`config.mk`:
```
export PLATFORM = sky130hd
export DESIGN_NAME = alu_mul_seq_flat
export DESIGN_NICKNAME = d
export VERILOG_FILES = /design/src/rtl/alu_mul_seq_if.sv /design/src/rtl/alu_mul_seq.sv /design/src/flat_wrapper.sv
export SDC_FILE = /design/constraint.sdc
export NUM_CORES = 1
export LEC_CHECK = 0
export CORE_ASPECT_RATIO = 2
export CORE_UTILIZATION = 54
export DETAILED_ROUTE_END_ITERATION = 10
export GPL_ROUTABILITY_DRIVEN = 0
export PLACE_DENSITY = 0.8
export SETUP_SLACK_MARGIN = 0.15
export SLEW_MARGIN = 20
export SYNTH_ARGS = -nofsm -noshare
export SYNTH_HDL_FRONTEND = slang
export SYNTH_SLANG_ARGS = --single-unit
```
`constraint.sdc`:
```
create_clock -name clk -period 3.93 [get_ports clk]
set_clock_uncertainty 0.2 [all_clocks]
set_input_delay 0.786 -clock clk [delete_from_list [all_inputs] [get_ports clk]]
set_output_delay 0.786 -clock clk [all_outputs]
set_load 0.01 [all_outputs]
```
`src/rtl/alu_mul_seq_if.sv`:
```
// Handshake and result bundle between the front end and the alu_mul_seq controller.
// The front end uses the master modport and the multiplier uses the slave modport.
interface alu_mul_seq_if #(
  parameter int WIDTH = 16
);
  logic             in_valid;
  logic             in_ready;
  logic [WIDTH-1:0] a;
  logic [WIDTH-1:0] b;
  logic             out_valid;
  logic             out_ready;
  logic [WIDTH-1:0] product;
  logic             zr;
  logic             ng;
  logic [5:0]       alu_ctrl;

  modport master (
    output in_valid, a, b, out_ready,
    input  in_ready, out_valid, product, zr, ng, alu_ctrl
  );

  modport slave (
    input  in_valid, a, b, out_ready,
    output in_ready, out_valid, product, zr, ng, alu_ctrl
  );
endinterface

```
`src/rtl/alu_mul_seq.sv`:
```
// Sequential 16-bit shift-and-add multiplier that drives a Hack-style ALU as its only adder.
// Each operation runs 16 fixed ADD/DBL iterations, then one FLAGS pass, so latency is 33 cycles.
module alu (
  input  logic [15:0] x,
  input  logic [15:0] y,
  input  logic        zx,
  input  logic        nx,
  input  logic        zy,
  input  logic        ny,
  input  logic        f,
  input  logic        no,
  output logic [15:0] o,
  output logic        zr,
  output logic        ng
);
  logic [15:0] x_z, x_n, y_z, y_n, f_out;

  assign x_z   = zx ? 16'h0000 : x;
  assign x_n   = nx ? ~x_z : x_z;
  assign y_z   = zy ? 16'h0000 : y;
  assign y_n   = ny ? ~y_z : y_z;
  assign f_out = f ? (x_n + y_n) : (x_n & y_n);
  assign o     = no ? ~f_out : f_out;
  assign zr    = (o == 16'h0000);
  assign ng    = o[15];
endmodule

module alu_mul_seq #(
  parameter int WIDTH = 16
) (
  input  logic          clk,
  input  logic          rst_n,
  alu_mul_seq_if.slave  bus
);
  typedef enum logic [2:0] {
    S_IDLE,
    S_ADD,
    S_DBL,
    S_FLAGS,
    S_DONE
  } state_t;

  localparam logic [5:0] CTRL_ZERO = 6'b101010;
  localparam logic [5:0] CTRL_ADD  = 6'b000010;
  localparam logic [5:0] CTRL_PASS = 6'b001100;

  state_t           state, state_nxt;
  logic [WIDTH-1:0] acc, mcand, mplier;
  logic [WIDTH-1:0] product_q;
  logic             zr_q, ng_q;
  logic [3:0]       cnt;

  logic [WIDTH-1:0] alu_x, alu_y, alu_o;
  logic [5:0]       ctrl;
  logic             alu_zr, alu_ng;

  alu u_alu (
    .x  (alu_x),
    .y  (alu_y),
    .zx (ctrl[5]),
    .nx (ctrl[4]),
    .zy (ctrl[3]),
    .ny (ctrl[2]),
    .f  (ctrl[1]),
    .no (ctrl[0]),
    .o  (alu_o),
    .zr (alu_zr),
    .ng (alu_ng)
  );

  // NOTE: reset is sampled on the clock edge only, and all state uses non-blocking assignments.
  always_ff @(posedge clk) begin
    if (!rst_n) state <= S_IDLE;
    else        state <= state_nxt;
  end

  // NOTE: every output of a combinational block gets a default first, so no latch is inferred.
  always_comb begin
    state_nxt = state;
    case (state)
      S_IDLE:  if (bus.in_valid) state_nxt = S_ADD;
      S_ADD:   state_nxt = S_DBL;
      S_DBL:   state_nxt = (cnt == 4'd15) ? S_FLAGS : S_ADD;
      S_FLAGS: state_nxt = S_DONE;
      S_DONE:  if (bus.out_ready) state_nxt = S_IDLE;
      default: state_nxt = S_IDLE;
    endcase
  end

  always_comb begin
    ctrl  = CTRL_ZERO;
    alu_x = '0;
    alu_y = '0;
    case (state)
      S_ADD: begin
        ctrl  = CTRL_ADD;
        alu_x = acc;
        alu_y = mcand;
      end
      S_DBL: begin
        ctrl  = CTRL_ADD;
        alu_x = mcand;
        alu_y = mcand;
      end
      S_FLAGS: begin
        ctrl  = CTRL_PASS;
        alu_x = acc;
      end
      default: ;
    endcase
  end

  // Datapath registers; the ALU output is the only source of arithmetic results.
  always_ff @(posedge clk) begin
    if (!rst_n) begin
      acc       <= '0;
      mcand     <= '0;
      mplier    <= '0;
      cnt       <= '0;
      product_q <= '0;
      zr_q      <= 1'b0;
      ng_q      <= 1'b0;
    end else begin
      case (state)
        S_IDLE: begin
          if (bus.in_valid) begin
            acc    <= '0;
            mcand  <= bus.b;
            mplier <= bus.a;
            cnt    <= '0;
          end
        end
        S_ADD: begin
          if (mplier[0]) acc <= alu_o;
        end
        S_DBL: begin
          mcand  <= alu_o;
          mplier <= mplier >> 1;
          cnt    <= cnt + 4'd1;
        end
        S_FLAGS: begin
          product_q <= alu_o;
          zr_q      <= alu_zr;
          ng_q      <= alu_ng;
        end
        default: ;
      endcase
    end
  end

  assign bus.in_ready  = (state == S_IDLE);
  assign bus.out_valid = (state == S_DONE);
  assign bus.product   = product_q;
  assign bus.zr        = zr_q;
  assign bus.ng        = ng_q;
  assign bus.alu_ctrl  = ctrl;
endmodule

```
`src/flat_wrapper.sv`:
```
// flat-port wrapper written by rule: the top's interface ports become plain ports
module alu_mul_seq_flat 
#(
  parameter int WIDTH = 16
)
  (clk, rst_n, bus_in_valid, bus_a, bus_b, bus_out_ready, bus_in_ready, bus_out_valid, bus_product, bus_zr, bus_ng, bus_alu_ctrl);
  alu_mul_seq_if #(.WIDTH(WIDTH)) bus_i ();
  input  logic clk;
  input  logic rst_n;
  input wire logic [$bits(bus_i.in_valid)-1:0] bus_in_valid;
  input wire logic [$bits(bus_i.a)-1:0] bus_a;
  input wire logic [$bits(bus_i.b)-1:0] bus_b;
  input wire logic [$bits(bus_i.out_ready)-1:0] bus_out_ready;
  output wire logic [$bits(bus_i.in_ready)-1:0] bus_in_ready;
  output wire logic [$bits(bus_i.out_valid)-1:0] bus_out_valid;
  output wire logic [$bits(bus_i.product)-1:0] bus_product;
  output wire logic [$bits(bus_i.zr)-1:0] bus_zr;
  output wire logic [$bits(bus_i.ng)-1:0] bus_ng;
  output wire logic [$bits(bus_i.alu_ctrl)-1:0] bus_alu_ctrl;
  assign bus_i.in_valid = bus_in_valid;
  assign bus_i.a = bus_a;
  assign bus_i.b = bus_b;
  assign bus_i.out_ready = bus_out_ready;
  assign bus_in_ready = bus_i.in_ready;
  assign bus_out_valid = bus_i.out_valid;
  assign bus_product = bus_i.product;
  assign bus_zr = bus_i.zr;
  assign bus_ng = bus_i.ng;
  assign bus_alu_ctrl = bus_i.alu_ctrl;
  alu_mul_seq #(.WIDTH(WIDTH)) u_core (.clk(clk), .rst_n(rst_n), .bus(bus_i));
endmodule
```
# Word level (Yosys, flattened, before mapping)

Index checks and enable logic that the tools add are counted.

Register bits after elaboration: 73
Input port bits: 36
Output and inout bits: 26

Add/subtract/negate cells: 2
Eq/ne operators: 8
Mux-type cells: 22
Bitwise logic cells: 4
Reduce and logical (&&, ||, !) cells: 9

Operators by type and width:

| cell                                          | number |
|---|---|
| two-way mux 16 bit                            | 11 |
| one-hot mux 16 bit (2 select lines)           | 4 |
| NOT 16 bit                                    | 3 |
| adder 16 bit                                  | 1 |
| AND 16 bit                                    | 1 |
| zero test 16 bit                              | 1 |
| one-hot mux 3 bit (5 select lines)            | 1 |
| one-hot mux 6 bit (2 select lines)            | 1 |
| one-hot mux 4 bit (2 select lines)            | 1 |
| == test 3 x 2 -> 1 bit, second input constant | 2 |
| two-way mux 3 bit                             | 2 |
| adder 4 x 1 -> 4 bit, second input constant   | 1 |
| == test 4 bit, second input constant          | 1 |
| two-way mux 4 bit                             | 1 |
| != test 2 bit, second input constant          | 2 |
| AND reduction 2 bit                           | 2 |
| nonzero test 2 bit                            | 2 |
| OR reduction 2 bit                            | 2 |
| == test 3 x 1 -> 1 bit, second input constant | 1 |
| == test 3 bit, second input constant          | 1 |
| zero test 3 bit                               | 1 |
| AND reduction 3 bit                           | 1 |
| two-way mux 2 bit                             | 1 |
| != test 2 x 1 -> 1 bit, second input constant | 1 |

# Depth between registers and ports, before layout

Gate-level depths: netlist of the first run.

Depth after elaboration: 12
Depth in mapped cells: 17

# By module

Synthesis of the first run repeated with hierarchy kept, for this count alone.

Cells, all modules: 683
Area total of the unflattened synthesis: 5,383.9 sq um

Modules (own cells, without submodules):

| module      | times used | cells an instance | area each (sq um) | seq. area each (sq um) |
|---|---|---|---|---|
| alu_mul_seq | 1          | 416               | 3,477.1           | 1,461.4 |
| alu         | 1          | 267               | 1,906.8           | 0.0 |

# Worst setup path after synthesis of the first run

OpenSTA, ideal clock, no wires.

Kind: reg-to-reg
Start: register u_core.state[0]
End: register u_core.mcand[10]
Library setup time: 0.137 ns
Arrival time: 3.253 ns
Required time: 3.593 ns
Path slack: 0.340 ns
Cell stages (with the launch flop): 17
Clock period less this slack: 3.590 ns
Path through: dfxtp_1 -> buf_6 -> nor2b_4 -> and2_4 -> buf_6 -> inv_2 -> buf_2 -> buf_2 -> buf_1 -> nand2_1 -> fa_1 -> a211oi_1 -> o21ai_1 -> a21oi_1 -> nor2_1 -> a2111oi_1 -> o32ai_1

RTL lines:

| what                                                             | line               | source |
|---|---|---|
| from (decl)                                                      | alu_mul_seq.sv:47  | `state_t state, state_nxt;` |
| from (signal assigned)                                           | alu_mul_seq.sv:74  | `else state <= state_nxt;` |
| == test 3 x 2 -> 1 bit or == test 3 x 1 -> 1 bit (tied branches) | alu_mul_seq.sv:94  | `case (state)` |
| OR reduction 2 bit (no line)                                     | n/a                |  |
| one-hot mux 6 bit (2 select lines) (*)                           | alu_mul_seq.sv:94  |  |
| via u_core.u_alu.f                                               | alu_mul_seq.sv:10  | `input logic f,` |
| two-way mux 16 bit (*)                                           | alu_mul_seq.sv:22  | `assign f_out = f ? (x_n + y_n) : (x_n & y_n);` |
| NOT 16 bit                                                       | alu_mul_seq.sv:23  | `assign o = no ? ~f_out : f_out;` |
| two-way mux 16 bit (*)                                           | alu_mul_seq.sv:23  |  |
| one-hot mux 16 bit (2 select lines) (*)                          | alu_mul_seq.sv:124 | `case (state)` |
| to (signal assigned)                                             | alu_mul_seq.sv:128 | `mcand <= bus.b;` |
| to (signal assigned)                                             | alu_mul_seq.sv:137 | `mcand <= alu_o;` |
| to (decl)                                                        | alu_mul_seq.sv:48  | `logic [WIDTH-1:0] acc, mcand, mplier;` |

The timed path passes the listed nets; every way through them passes the cells marked *.
A chain may end at the register's enable or synchronous reset.

# Final worst setup path of the first run

Start: register u_core.state[2]
End: register u_core.mcand[10]

Longest elaborated chain between the ends: 11

Ends and longest elaborated chain:

| what                                                        | line |
|---|---|
| == test 3 x 2 -> 1 bit (tied with other cells)              | alu_mul_seq.sv:94 |
| OR reduction 2 bit (no line)                                | n/a |
| one-hot mux 16 bit (2 select lines) (tied with other cells) | alu_mul_seq.sv:94 |
| two-way mux 16 bit (on tied branches)                       | alu_mul_seq.sv:18, alu_mul_seq.sv:20 |
| NOT 16 bit (on tied branches)                               | alu_mul_seq.sv:19, alu_mul_seq.sv:21 |
| two-way mux 16 bit (on tied branches)                       | alu_mul_seq.sv:19, alu_mul_seq.sv:21 |
| adder 16 bit or AND 16 bit (tied branches)                  | alu_mul_seq.sv:22 |
| two-way mux 16 bit                                          | alu_mul_seq.sv:22 |
| NOT 16 bit                                                  | alu_mul_seq.sv:23 |
| two-way mux 16 bit                                          | alu_mul_seq.sv:23 |
| one-hot mux 16 bit (2 select lines)                         | alu_mul_seq.sv:124 |

Parallel ways exist; a longest one is shown, timed or not.

==> run metrics, run 1 <==
setup_tns=0 ns; antenna violations before repair=0; async set-reset flop share out of synthesis=0%; antenna viol nets, final=0; Setup WS post-layout=~0.39 ns; Yosys cell types=64; slowest cell delay on critical path=0.53 ns; vias in the first global route=4,161; DRC errors left=0; clk slew on worst S/H paths=around 0.060 ns; top cell type's share of synthesized area=35.33%; synth cell count leaders=nand2_1 (98), dfxtp_1 (72), a21oi_1 (61); max_slew headroom=between 40% and 50%; crit-path max FO=12; Via density=between 6 and 7; hpwl dp=8566 um; area delta synth->final=23.43%; syn_area_per_cell=just under 8 um^2; number of H-tree levels=3; Core Area=between 7000 and 8000 um^2; Pleak=about 2.0 nW; Yosys top cell by area=dfxtp_1; Root Buffer=clkbuf_16; die width=between 60 and 70 um; Max VDD drop=~0.00028 V; FMAX=between 0.2 and 0.3 GHz; YS warnings=0; final setup fails=0; largest net degree at the start of global routing=34; IO buf count=a little under 60; DR iter-0 viols=approximately 290; final slew viol count=0; Least-Margin Pin Slew=0.7773 ns; CTS buffer count=9; Pwr Total=0.001791 W; final hold vios=0; GRT Residual Overflow=0; Worst Path Arrival=between 3 and 4 ns; Max-Cap Viols=0; required arrival time at the worst endpoint=between 3 and 4 ns; clock latency on the worst-skew pair=around 0.34 ns; Pre-Repair DR Iteration Count=5; Rows=between 40 and 50; worst hold path type=flip-flop to flip-flop; most common cell in the netlist=nand2_1; NumNets Final=~620; TritonCTS clock tree=yes; ys flop type=dfxtp_1; Seq/Total Area, Yosys=between 30% and 40%; crit path capture type=flip-flop; Post-synth EDFFs=0; via count=4,174; pwr dens=about 360 nW/um^2; Top Ports=between 60 and 70; RSZ-0062 raised after global routing=no; die area=7929 um^2; # diodes=0; outcome=completed; crit-path cells=nor2b_4 > and2_4 > inv_2 > nand2_1 > ha_1 > fa_1 > a211oi_1 > o21ai_1 > a21oi_1 > nor2_1 > a2111oi_2 > o32ai_1; Max stage delay cell, worst path=dfxtp_1; worst slack at placement=0.3630 ns; post-layout minimum cycle time=3.540 ns; Mapped Cells=517; WS Path Type=flip-flop to flip-flop; DR WL/cell=17.96 um; top post-synthesis cells by area=dfxtp_1 (35%), nand2_1 (9.0%), a21oi_1 (7.5%), ha_1 (5.2%), a22o_1 (4.5%); TritonCTS Sinks=about 70; Hold-fix buffers, CTS=0; startpoint types=flip-flop; Routed Wire Length=between 10,000 and 15,000 um; fin crit share=90.08%; GRT Util Overall=approximately a third; Die Ht=between 100 and 150 um; mapped cell area=approximately 4100 um^2; Initial Utilization=a little under three fifths; layout cell share with drive strength beyond 1=about 9%; Max Root-Sink Buffers=2; first-pass GRT wire length=19,690 um; Yosys reg bits=72
sequential cells by signal (all words and copies together) (netlist names):
name	cells
u_core.acc	16
u_core.state	3
u_core.mplier	16
u_core.bus.product	16
u_core.cnt	4
u_core.bus.zr	1
u_core.mcand	16
routing by layer:
| metal | up-vias | global-route usage [%] | wire length (um) |
|---|---|---|---|
| met4 | 0 | 23.40 | 762 |
| met2 | 195 | 54.88 | 6211 |
| li1 | 1980 | - | - |
| met3 | 57 | 6.387 | 622 |
| met1 | 1942 | 32.74 | 4272 |
| met5 | - | 0 | 0 |
timing repair:
item	in CTS	in global routing
setup endpoints to repair	0	3
endpoints found under the hold margin	0	0
buffers inserted	0	5
resized for setup	0	1
worst max-delay path, delay by kind of cell (launching register included):
| family | cells | cell delay, ns |
|---|---|---|
| adders and majority gates | 2 | 0.71 |
| buffers and inverters | 1 | 0.19 |
| DFF | 1 | 0.53 |
| AOI/OAI and AO/OA | 5 | 1.26 |
| and+or+nand+nor | 4 | 0.50 |
cell families (layout without fill, tap and decap cells):
| group | count (synthesis) | after routing | share of synthesized area (%) |
|---|---|---|---|
| buffers and inverters | 59 | 110 | 6.715 |
| XOR/XNOR | 7 | 7 | 1.503 |
| AND/OR/NAND/NOR | 183 | 183 | 19.96 |
| multiplexers | 5 | 5 | 1.227 |
| other | 1 | 2 | 0.09191 |
| AO/OA/AOI/OAI | 172 | 172 | 29.47 |
| adder cells (fa/ha/maj) | 18 | 18 | 5.704 |
| flip-flops | 72 | 72 | 35.33 |
cell usage in the layout, fill, tap and decap left out, drive strengths merged, types with 4 or more instances in the layout:
cell and count:
nand3 16, ha 17, nor2 28, a211oi 8, a22oi 6, o21a 7
xnor2 6, o21ai 15, nor3 13, buf 25, dfxtp 72, nor4 4
inv 10, a21o 5, nand2 99, a22o 21, a21oi 61, clkbuf 13
o221ai 19, clkdlybuf4s50 59, mux2i 5, nand4 10
power by group:
part / total (W) / leakage, nW / internal (W) / switching (W)
clock: 0.000743 / 0.130 / 0.000442 / 0.000300
combinational: 0.000263 / 1.30 / 0.000115 / 0.000148
sequential: 0.000785 / 0.586 / 0.000761 / 0.0000244
total: 0.00179 / 2.02 / 0.00132 / 0.000473
stage by stage:
step | cell area (um^2) | util (%) | std cells | hold slack, ns
3_5_place_dp | 4726 | 65.03 | 640 | 0.2478
4_1_cts | 4994 | 68.72 | 656 | 0.2547
6_report | 5036 | 69.30 | 661 | 0.2519
2_1_floorplan | 4084 | - | 518 | 0.2320
5_1_grt | 5036 | 69.30 | 661 | 0.2708
3_3_place_gp | 4726 | 65.03 | 640 | 0.2385
worst paths after layout:
path	startpoint	endpoint	slack, ns	cells after the start
max	u_core.state[2]	u_core.mcand[10]	0.39	12
min	u_core.mplier[4]	u_core.mplier[4]	0.25	2
max reg2reg	u_core.state[2]	u_core.mcand[10]	0.39	12
min reg2reg	u_core.mplier[4]	u_core.mplier[4]	0.25	2
area by class of cell:
type                            count  area (um^2)
Clock buffer                       13        250.2
Clock inverter                      3        17.52
Fill cell                         636         2231
Inverter                           10        37.54
Multi-Input combinational cell    387         2384
Sequential cell                    72         1441
Tap cell                           92        115.1
Timing Repair Buffer               84        790.8
Note: power is estimated with default switching activity, not from simulation.
==> inputs of run 2 (changes only) <==
--- a/config.mk
+++ b/config.mk
@@ -9,7 +9,7 @@
 export CORE_UTILIZATION = 54
 export DETAILED_ROUTE_END_ITERATION = 10
 export GPL_ROUTABILITY_DRIVEN = 0
-export PLACE_DENSITY = 0.8
+export PLACE_DENSITY = 0.89
 export SETUP_SLACK_MARGIN = 0.15
 export SLEW_MARGIN = 20
 export SYNTH_ARGS = -nofsm -noshare
==> run 2 against run 1 <==
  * First-iteration DRC count rose by 18%
  * Power rose by 3.1%
  * Worst hold slack got worse by 0.0021 ns
  * Routed wire length fell by 0.92%
  * Sequential power barely moved
  * Sequential cell count did not move
  * Cell count fell by 1.2%
  * Global-route usage fell by 0.46 points
  * Critical path depth did not move
  * Non-clock buffer count fell by 8
  * Maximum frequency rose by 1.1%
  * Largest power group is now the clock network
  * Largest cell class unchanged
  * Register-to-register slack improved by 0.04 ns
==> run metrics, run 2 (synthesis results as in run 1) <==
# diodes=0 (unchanged); Cell Area, Placed=4668 um^2 (-1.2%); NumNets Final=610 (-1.3%); antenna viol nets, final=0 (unchanged); TritonCTS Sinks=72 (unchanged); Root Buffer=clkbuf_16; fin crit share=89.10% (-0.98 points); die width=63.47 um (unchanged); number of H-tree levels=3 (unchanged); startpoint types=flip-flop; outcome=completed; crit-path max FO=10 (-2); FF-to-FF setup slack=0.43 ns (+0.04 ns); Pwr Total=0.001847 W (+3.1%); final setup fails=0 (unchanged); most frequent cells in the layout=nand2_1 (98), dfxtp_1 (71), a21oi_1 (61), clkdlybuf4s50_1 (59), nor2_1 (28); worst hold path type=flip-flop to flip-flop; layout cell share with drive strength beyond 1=8.021% (-0.77 points); TritonCTS clock tree=yes; clk slew on worst S/H paths=0.06 ns (about the same); Initial Utilization=56.15% (unchanged); IO buf count=59 (unchanged); Top Ports=62 (unchanged); antenna violations before repair=0 (unchanged); GRT Util Overall=31.25% (-0.46 points); first-pass GRT wire length=19,290 um (-2.0%); crit path capture type=flip-flop; Pre-Repair DR Iteration Count=7 (+2); post-layout minimum cycle time=3.502 ns (-0.03843 ns); Least-Margin Pin Slew=1.095 ns (+0.3178 ns); Filler cells=620 (-2.5%); Rows=44 (unchanged); hold path start=u_core.bus.product[13]; FMAX=0.2856 GHz (+1.1%); worst hold path cell count=2 (unchanged); GRT Residual Overflow=0 (unchanged); CTS buffer count=9 (unchanged); required arrival time at the worst endpoint=3.93 ns (about the same); DR WL/cell=18.01 um (+0.30%); hpwl dp=8304 um (-3.1%); Fin Hold WS=0.2498 ns (-0.002094 ns); die area=7929 um^2 (unchanged); worst reg2reg path depth=12 (unchanged); vias in the first global route=4,154 (-0.17%); WS Path Type=flip-flop to flip-flop; DR iter-0 viols=347 (+18%); Die Ht=124.9 um (unchanged); max_slew headroom=26.72% (-21 points); Worst Path Arrival=3.50 ns (-0.03 ns); Max-Cap Viols=0 (unchanged); via count=4,290 (+2.8%); Routed Wire Length=11,760 um (-0.92%); clock latency on the worst-skew pair=0.34 ns (about the same); final slew viol count=0 (unchanged); Via density=6.570 (+4.0%); worst hold path endpoint=u_core.bus.product[13]; DRC errors left=0 (unchanged); pwr dens=370.3 nW/um^2 (+4.1%); Core Area=7267 um^2 (unchanged); largest net degree at the start of global routing=37 (+8.8%); Pleak=1.974 nW (-2.1%); setup_tns=0 ns (unchanged); final hold vios=0 (unchanged); RR Startpoint=u_core.state[2]; Max Root-Sink Buffers=2 (unchanged); area delta synth->final=22.26%; Hold-fix buffers, CTS=0 (unchanged); Max VDD drop=0.0003366 V (+19%); post-route cell area=4989 um^2 (-0.94%); r2r endpoint=u_core.mcand[10]; most common cell after layout, fill and taps aside=nand2_1; RSZ-0062 raised after global routing=no
==> run 2: what timing repair did <==
action	in CTS	in global routing
resized for setup	0	1
setup buffers	0	3
setup endpoints to repair	0	2
==> run 2: cell type report <==
| type | instances | area (um^2) | area share, % |
|---|---|---|---|
| Clock buffer | 9 | 225.2 | 4.515 |
| Clock inverter | 7 | 71.32 | 1.430 |
| Inverter | 10 | 37.54 | 0.7524 |
| Multi-Input combinational cell | 387 | 2379 | 47.68 |
| Sequential cell | 72 | 1443 | 28.92 |
| Tap cell | 92 | 115.1 | 2.307 |
| Timing Repair Buffer | 76 | 718.2 | 14.40 |
==> run 2: metrics by stage <==
step                utilization (%)  setup slack, ns  instances
floorplan                         -           0.3397        518
global placement              64.24           0.6206        634
finish                        68.65           0.4285        653
global route                  68.65           0.2357        653
CTS                           68.32           0.4384        650
detailed placement            64.24           0.4367        634
==> run 2: worst max-delay path by stage <==
stage / startpoint / slack, ns / to / cells after the start
floorplan: u_core.state[0] / 0.34 / u_core.mcand[10] / 16
finish: u_core.state[2] / 0.43 / u_core.mcand[10] / 12
detailed placement: u_core.state[1] / 0.44 / u_core.mcand[10] / 13
global placement: u_core.state[1] / 0.62 / u_core.mcand[10] / 13
global route: u_core.state[2] / 0.24 / u_core.mcand[10] / 12
CTS: u_core.state[1] / 0.44 / u_core.mcand[10] / 13
==> run 2: critical path: stages, from the launching register on <==
cell and delay [ns]:
dfxtp_1 0.53, nor2b_4 0.13, and2_4 0.19, inv_2 0.09, nand2_1 0.07, ha_1 0.26
fa_1 0.45, a211oi_1 0.30, o21ai_1 0.18, a21oi_1 0.23, nor2_1 0.06, a2111oi_1 0.48
o32ai_1 0.17
==> run 2: where the power goes <==
group / internal (W) / total, W / switching, W
sequential: 0.000761 / 0.000786 / 0.0000255
combinational: 0.000110 / 0.000258 / 0.000149
clock: 0.000490 / 0.000803 / 0.000313
total: 0.00136 / 0.00185 / 0.000487
==> run 2: layer usage <==
metal  vias up  part of all wire [%]  wire, um  track usage, %
li1       1960                     -         -               -
met4         0                   7.4       870           27.41
met3        79                   6.7       793           7.208
met1      2002                    34      3982           31.66
met2       249                    52      6115           52.07
met5         -                     0         0               0
